File: src/rtl/f2_key_pkg.sv
// Shared constants for the F2 key front end: default timing and key bit positions.
package f2_key_pkg;

    localparam int DEBOUNCE_CYCLES_DEF = 500000;     // 10 ms at 50 MHz
    localparam int REPEAT_CYCLES_DEF   = 25000000;   // 0.5 s at 50 MHz

    localparam int NUM_KEYS = 4;

    localparam int KEY_BACK = 3;
    localparam int KEY_FWD  = 2;
    localparam int KEY_ROT  = 1;
    localparam int KEY_NEG  = 0;

    localparam logic KEY_IDLE_LEVEL    = 1'b1;
    localparam logic SWITCH_IDLE_LEVEL = 1'b0;

endpackage

File: src/rtl/f2_debounce.sv
// Single-bit 2-flop synchronizer plus counter debouncer; stable follows raw after
// DEBOUNCE_CYCLES consecutive mismatching cycles, any bounce restarts the count.
module f2_debounce
    import f2_key_pkg::*;
#(
    parameter int   DEBOUNCE_CYCLES = DEBOUNCE_CYCLES_DEF,
    parameter logic RESET_LEVEL     = 1'b1
) (
    input  logic sysclk,
    input  logic rst_n,
    input  logic raw,
    output logic stable
);

    localparam int CW = $clog2(DEBOUNCE_CYCLES + 1);
    localparam logic [CW-1:0] CNT_LAST = CW'(DEBOUNCE_CYCLES - 1);

    logic          sync_meta;
    logic          synced;
    logic [CW-1:0] cnt;

    always_ff @(posedge sysclk or negedge rst_n) begin
        if (!rst_n) begin
            sync_meta <= RESET_LEVEL;
            synced    <= RESET_LEVEL;
            stable    <= RESET_LEVEL;
            cnt       <= '0;
        end else begin
            sync_meta <= raw;
            synced    <= sync_meta;
            if (synced == stable) begin
                cnt <= '0;
            end else if (cnt == CNT_LAST) begin
                // DEBOUNCE_CYCLES-th consecutive mismatch: accept the new level
                stable <= synced;
                cnt    <= '0;
            end else begin
                cnt <= cnt + CW'(1);
            end
        end
    end

endmodule

File: src/rtl/f2_keyscan.sv
// Debounced key scanner: one-cycle press pulses (plus auto-repeat) and debounced auto switch.
// Pulse lands 2+DEBOUNCE_CYCLES+1 edges after a clean press; repeats every REPEAT_CYCLES in auto mode.
module f2_keyscan
    import f2_key_pkg::*;
#(
    parameter int DEBOUNCE_CYCLES = DEBOUNCE_CYCLES_DEF,
    parameter int REPEAT_CYCLES   = REPEAT_CYCLES_DEF
) (
    input  logic       sysclk,
    input  logic       rst_n,
    input  logic [3:0] raw_keys,
    input  logic       raw_switch,
    output logic [3:0] func2_keys,
    output logic       func2_auto_switch
);

    localparam int RW = $clog2(REPEAT_CYCLES + 1);
    localparam logic [RW-1:0] REP_LAST = RW'(REPEAT_CYCLES - 1);

    logic [NUM_KEYS-1:0] key_stable;
    logic [NUM_KEYS-1:0] key_stable_d;
    logic [NUM_KEYS-1:0] press;
    logic                switch_stable;
    logic [RW-1:0]       rep_cnt [NUM_KEYS];

    for (genvar i = 0; i < NUM_KEYS; i++) begin : g_key
        f2_debounce #(
            .DEBOUNCE_CYCLES (DEBOUNCE_CYCLES),
            .RESET_LEVEL     (KEY_IDLE_LEVEL)
        ) u_key_db (
            .sysclk (sysclk),
            .rst_n  (rst_n),
            .raw    (raw_keys[i]),
            .stable (key_stable[i])
        );
    end

    f2_debounce #(
        .DEBOUNCE_CYCLES (DEBOUNCE_CYCLES),
        .RESET_LEVEL     (SWITCH_IDLE_LEVEL)
    ) u_switch_db (
        .sysclk (sysclk),
        .rst_n  (rst_n),
        .raw    (raw_switch),
        .stable (switch_stable)
    );

    // Keys are active-low, so a press is the stable level falling 1->0.
    assign press = key_stable_d & ~key_stable;

    always_ff @(posedge sysclk or negedge rst_n) begin
        if (!rst_n) begin
            key_stable_d      <= {NUM_KEYS{KEY_IDLE_LEVEL}};
            func2_keys        <= '0;
            func2_auto_switch <= 1'b0;
            for (int i = 0; i < NUM_KEYS; i++) begin
                rep_cnt[i] <= '0;
            end
        end else begin
            key_stable_d      <= key_stable;
            func2_auto_switch <= switch_stable;
            for (int i = 0; i < NUM_KEYS; i++) begin
                if (press[i]) begin
                    func2_keys[i] <= 1'b1;
                    rep_cnt[i]    <= '0;
                end else if (key_stable[i] || !func2_auto_switch) begin
                    // released or manual mode: counter parked at 0
                    func2_keys[i] <= 1'b0;
                    rep_cnt[i]    <= '0;
                end else if (rep_cnt[i] == REP_LAST) begin
                    func2_keys[i] <= 1'b1;
                    rep_cnt[i]    <= '0;
                end else begin
                    func2_keys[i] <= 1'b0;
                    rep_cnt[i]    <= rep_cnt[i] + RW'(1);
                end
            end
        end
    end

endmodule
File: config.mk
export PLATFORM = sky130hd
export DESIGN_NAME = f2_keyscan
export DESIGN_NICKNAME = d
export VERILOG_FILES = /design/src/rtl/f2_key_pkg.sv /design/src/rtl/f2_debounce.sv /design/src/rtl/f2_keyscan.sv
export SDC_FILE = /design/constraint.sdc
export NUM_CORES = 1
export LEC_CHECK = 0
export BUFFER_PORTS_ARGS = -buffer_cell sky130_fd_sc_hd__buf_4
export CAP_MARGIN = 5
export CORE_ASPECT_RATIO = 1.4
export CORE_MARGIN = 5
export CORE_UTILIZATION = 38
export CTS_CLUSTER_DIAMETER = 100
export CTS_CLUSTER_SIZE = 20
export DETAILED_ROUTE_END_ITERATION = 12
export PLACE_DENSITY = 0.64
export SLEW_MARGIN = 20
export SYNTH_ARGS = -nofsm -noshare
export SYNTH_HDL_FRONTEND = slang
export SYNTH_SLANG_ARGS = --single-unit
File: constraint.sdc
create_clock -name sysclk -period 1.9 [get_ports sysclk]
set_clock_uncertainty 0.1 [all_clocks]
set_input_delay 0.475 -clock sysclk [delete_from_list [all_inputs] [get_ports sysclk]]
set_output_delay 0.475 -clock sysclk [all_outputs]
set_load 0.02 [all_outputs]
==> impl_results.md <==
* Vias per Instance at 5.23
* RR Startpoint: g_key[3].u_key_db.cnt[9]
* Post-DP HPWL at 16000 um
* Place WS at -0.222 ns
* Max Buffers Root-to-Sink at 3
* Syn_nets at 1112
* Worst skew pair latency at 0.47 ns
* Failing checks: negative setup slack
* Critical Path Sink Type: flop
* # rows at 72
* Vias in the first global route at 8783
* Mapped cell area at 10700 um2
* Endpoints failing setup at 46
* CORE AREA at 27700 um2
* Top-area cell type share of the netlist area at 47.3%
* CTS sink cnt at 219
* Minimum clock period at 2.09 ns
* Min Hold Slack at 0.253 ns
* Critical path fanouts, max at 18
* RSZ-0062 raised after global routing: yes
* Die width at 152 um
* Die Y at 209 um
* Critical path class: reg -> reg
* Synthesis-to-layout area growth at 26.4%
* Worst path max stage delay at 0.56 ns
* Setup crit start: g_key[3].u_key_db.cnt[9]
* DR pass1 iterations at 6
* Slowest cell on the critical path: or4_4
* CTS H-tree depth at 1
* Fin. Hold Viols at 0
* CTS tree: done
* Most frequent cells after synthesis: dfrtp_1 (203), nor2_1 (151), xnor2_1 (78)
* Max_slew headroom at 72.5%
* Req. time, crit path at 2.15 ns
* Yosys cell types at 51
* Top cells by area, synth: dfrtp_1 (47%), xnor2_1 (6.4%), nor2_1 (5.3%)
* Synth area leader: dfrtp_1
* Clock root cell: clkbuf_16
* Share of cells above drive strength 1 at 25.9%
* Final nets at 1303
* Syn Inst Count at 1096
* Total track usage at 14.1%
* Async set or reset register ratio after synthesis at 100%
* Starting Density at 38.7%
* MaxCap Viol Count at 0
* FILL cells at 2616
* Min-delay src: u_switch_db.sync_meta
* Post-synth top flop: dfrtp_1
* Largest net degree at the start of global routing at 47
* Clk slew on worst S/H paths at 0.08 ns
* Register area share after synthesis at 51.3%
* Critical Path, Cell by Cell: or4bb_1 > or4_4 > o21ai_4 > buf_12 > a21oi_1
* Setup TNS at -6.82 ns
* Placer Congestion at 0.853
* Starting DRC count in detailed routing at 341
* CP arrival at 2.34 ns
* Startpoint Class: flop
* First-pass GRT wire length at 39800 um
* Antenna Nets Post-Route at 0
* Worst VDD drop at 0.373 mV
* Slew Limit Fails at 0
* Hold Path Class: reg -> reg
* Placed cell areas at 12600 um2
* Port buffer count at 11
* Status: finished with violations
* Num CTS Buffers at 14
* DRT Wirelength at 23100 um
* DRC at 0
* Fmax at 479 MHz
* Final instance area at 13600 um2
* Synth Warn # at 0
* Flops & latches, synth at 219
* Synth Area per Inst at 9.79 um2
* Grt total ovfl at 0
* N_diodes at 0
* Routed wire length per instance at 13.9 um
* I/O pin total at 12
* Die ar. at 31700 um2
* Number of flops mapped to enable cells by yosys at 0
* Initial antenna violation count at 0
* Via Count at 8703
* Setup slack, reg-to-reg at -0.19 ns
* Count leader, synth: dfrtp_1
* Worst setup margin at -0.189 ns
* Worst slew pin tran at 0.409 ns
* Final Cycle Share at 110%
* Lkg Pwr at 5.27 nW
* Power Density at 593 nW/um2
==> sequential cells by signal, summed over array words and instances, names as in the netlist <==
| register | count |
|---|---|
| func2_auto_switch | 1 |
| func2_keys | 4 |
| g_key.u_key_db.cnt | 76 |
| g_key.u_key_db.stable | 4 |
| g_key.u_key_db.sync_meta | 4 |
| g_key.u_key_db.synced | 4 |
| key_stable_d | 4 |
| rep_cnt | 100 |
| u_switch_db.cnt | 19 |
| u_switch_db.stable | 1 |
| u_switch_db.sync_meta | 1 |
| u_switch_db.synced | 1 |
==> worst max-delay path, delay by kind of cell (launching register included) <==
| family | cells | cell delay (ns) |
|---|---|---|
| AOI/OAI and AO/OA | 2 | 0.23 |
| buffers and inverters | 1 | 0.16 |
| DFF | 1 | 0.38 |
| and+or+nand+nor | 2 | 1.08 |
==> stage by stage <==
stage | utilization, % | power [mW] | std cells
after floorplan | - | 4.91 | 1096
after global placement | 45.4 | 5.10 | 1611
after detailed placement | 45.4 | 5.11 | 1611
after CTS | 47.5 | 8.16 | 1649
after global routing | 48.9 | 8.37 | 1665
final | 48.9 | 8.04 | 1665
==> per-layer routing <==
metal	track usage, %	part of all wire, %	vias up
met1	17.0	43	4286
met3	1.51	1.9	30
met2	27.0	53	65
li1	-	-	4322
met5	0	0	-
met4	3.32	1.6	0
==> layout make-up <==
cell class | count | area (um2) | area share [%]
inverter | 25 | 93.8 | 0.692
clock buffer | 24 | 409 | 3.02
sequential | 219 | 5500 | 40.6
multi-input combinational | 823 | 5380 | 39.7
timing repair buffer | 204 | 1710 | 12.6
tap | 370 | 463 | 3.41
==> cells by family (layout without fill, tap and decap cells) <==
family,count (synthesis),count (layout),synth area share (%)
AOI/OAI and AO/OA,129,129,7.14
xor gates and xnor gates,124,124,10.1
adders and majority gates,9,9,1.05
buffers and inverters,56,253,2.16
DFF,219,219,51.3
muxes,5,5,0.525
and+or+nand+nor,554,556,27.8
==> cells in the final DEF, fill, tap and decap left out, types with 26 or more instances in the layout <==
| master | count |
|---|---|
| nand3_1 | 70 |
| a21oi_1 | 40 |
| nor2_1 | 148 |
| nand4_1 | 53 |
| nor3_1 | 32 |
| xnor2_1 | 78 |
| xor2_1 | 46 |
| nand2_1 | 64 |
| buf_4 | 178 |
| o21ai_0 | 26 |
| nor4_1 | 30 |
| dfrtp_1 | 201 |
==> final timing paths <==
path                       cells after the start                   endpoint
setup / recovery                               5  g_key[3].u_key_db.cnt[17]
min in group asynchronous                      2  g_key[2].u_key_db.cnt[12]
max in group asynchronous                      3            key_stable_d[0]
setup reg to reg                               5  g_key[3].u_key_db.cnt[17]
hold reg to reg                                0         u_switch_db.synced
hold / removal                                 0         u_switch_db.synced
==> power breakdown <==
| group | internal (mW) | total, mW | switching (mW) |
|---|---|---|---|
| Sequential | 4.70 | 4.73 | 0.0307 |
| Clock | 1.48 | 3.02 | 1.54 |
| Combinational | 0.111 | 0.286 | 0.175 |
| Total | 6.29 | 8.04 | 1.75 |
==> what timing repair did <==
action / 4_1_cts / 5_1_grt
setup endpoints to repair: 65 / 155
resized for setup: 11 / 70
pin swaps: 15 / 41
gates cloned: 0 / 4
hold buffers: 6 / 0
buffers inserted: 8 / 12
endpoints found under the hold margin: 40 / 0
Note: power is estimated with default switching activity, not from simulation.
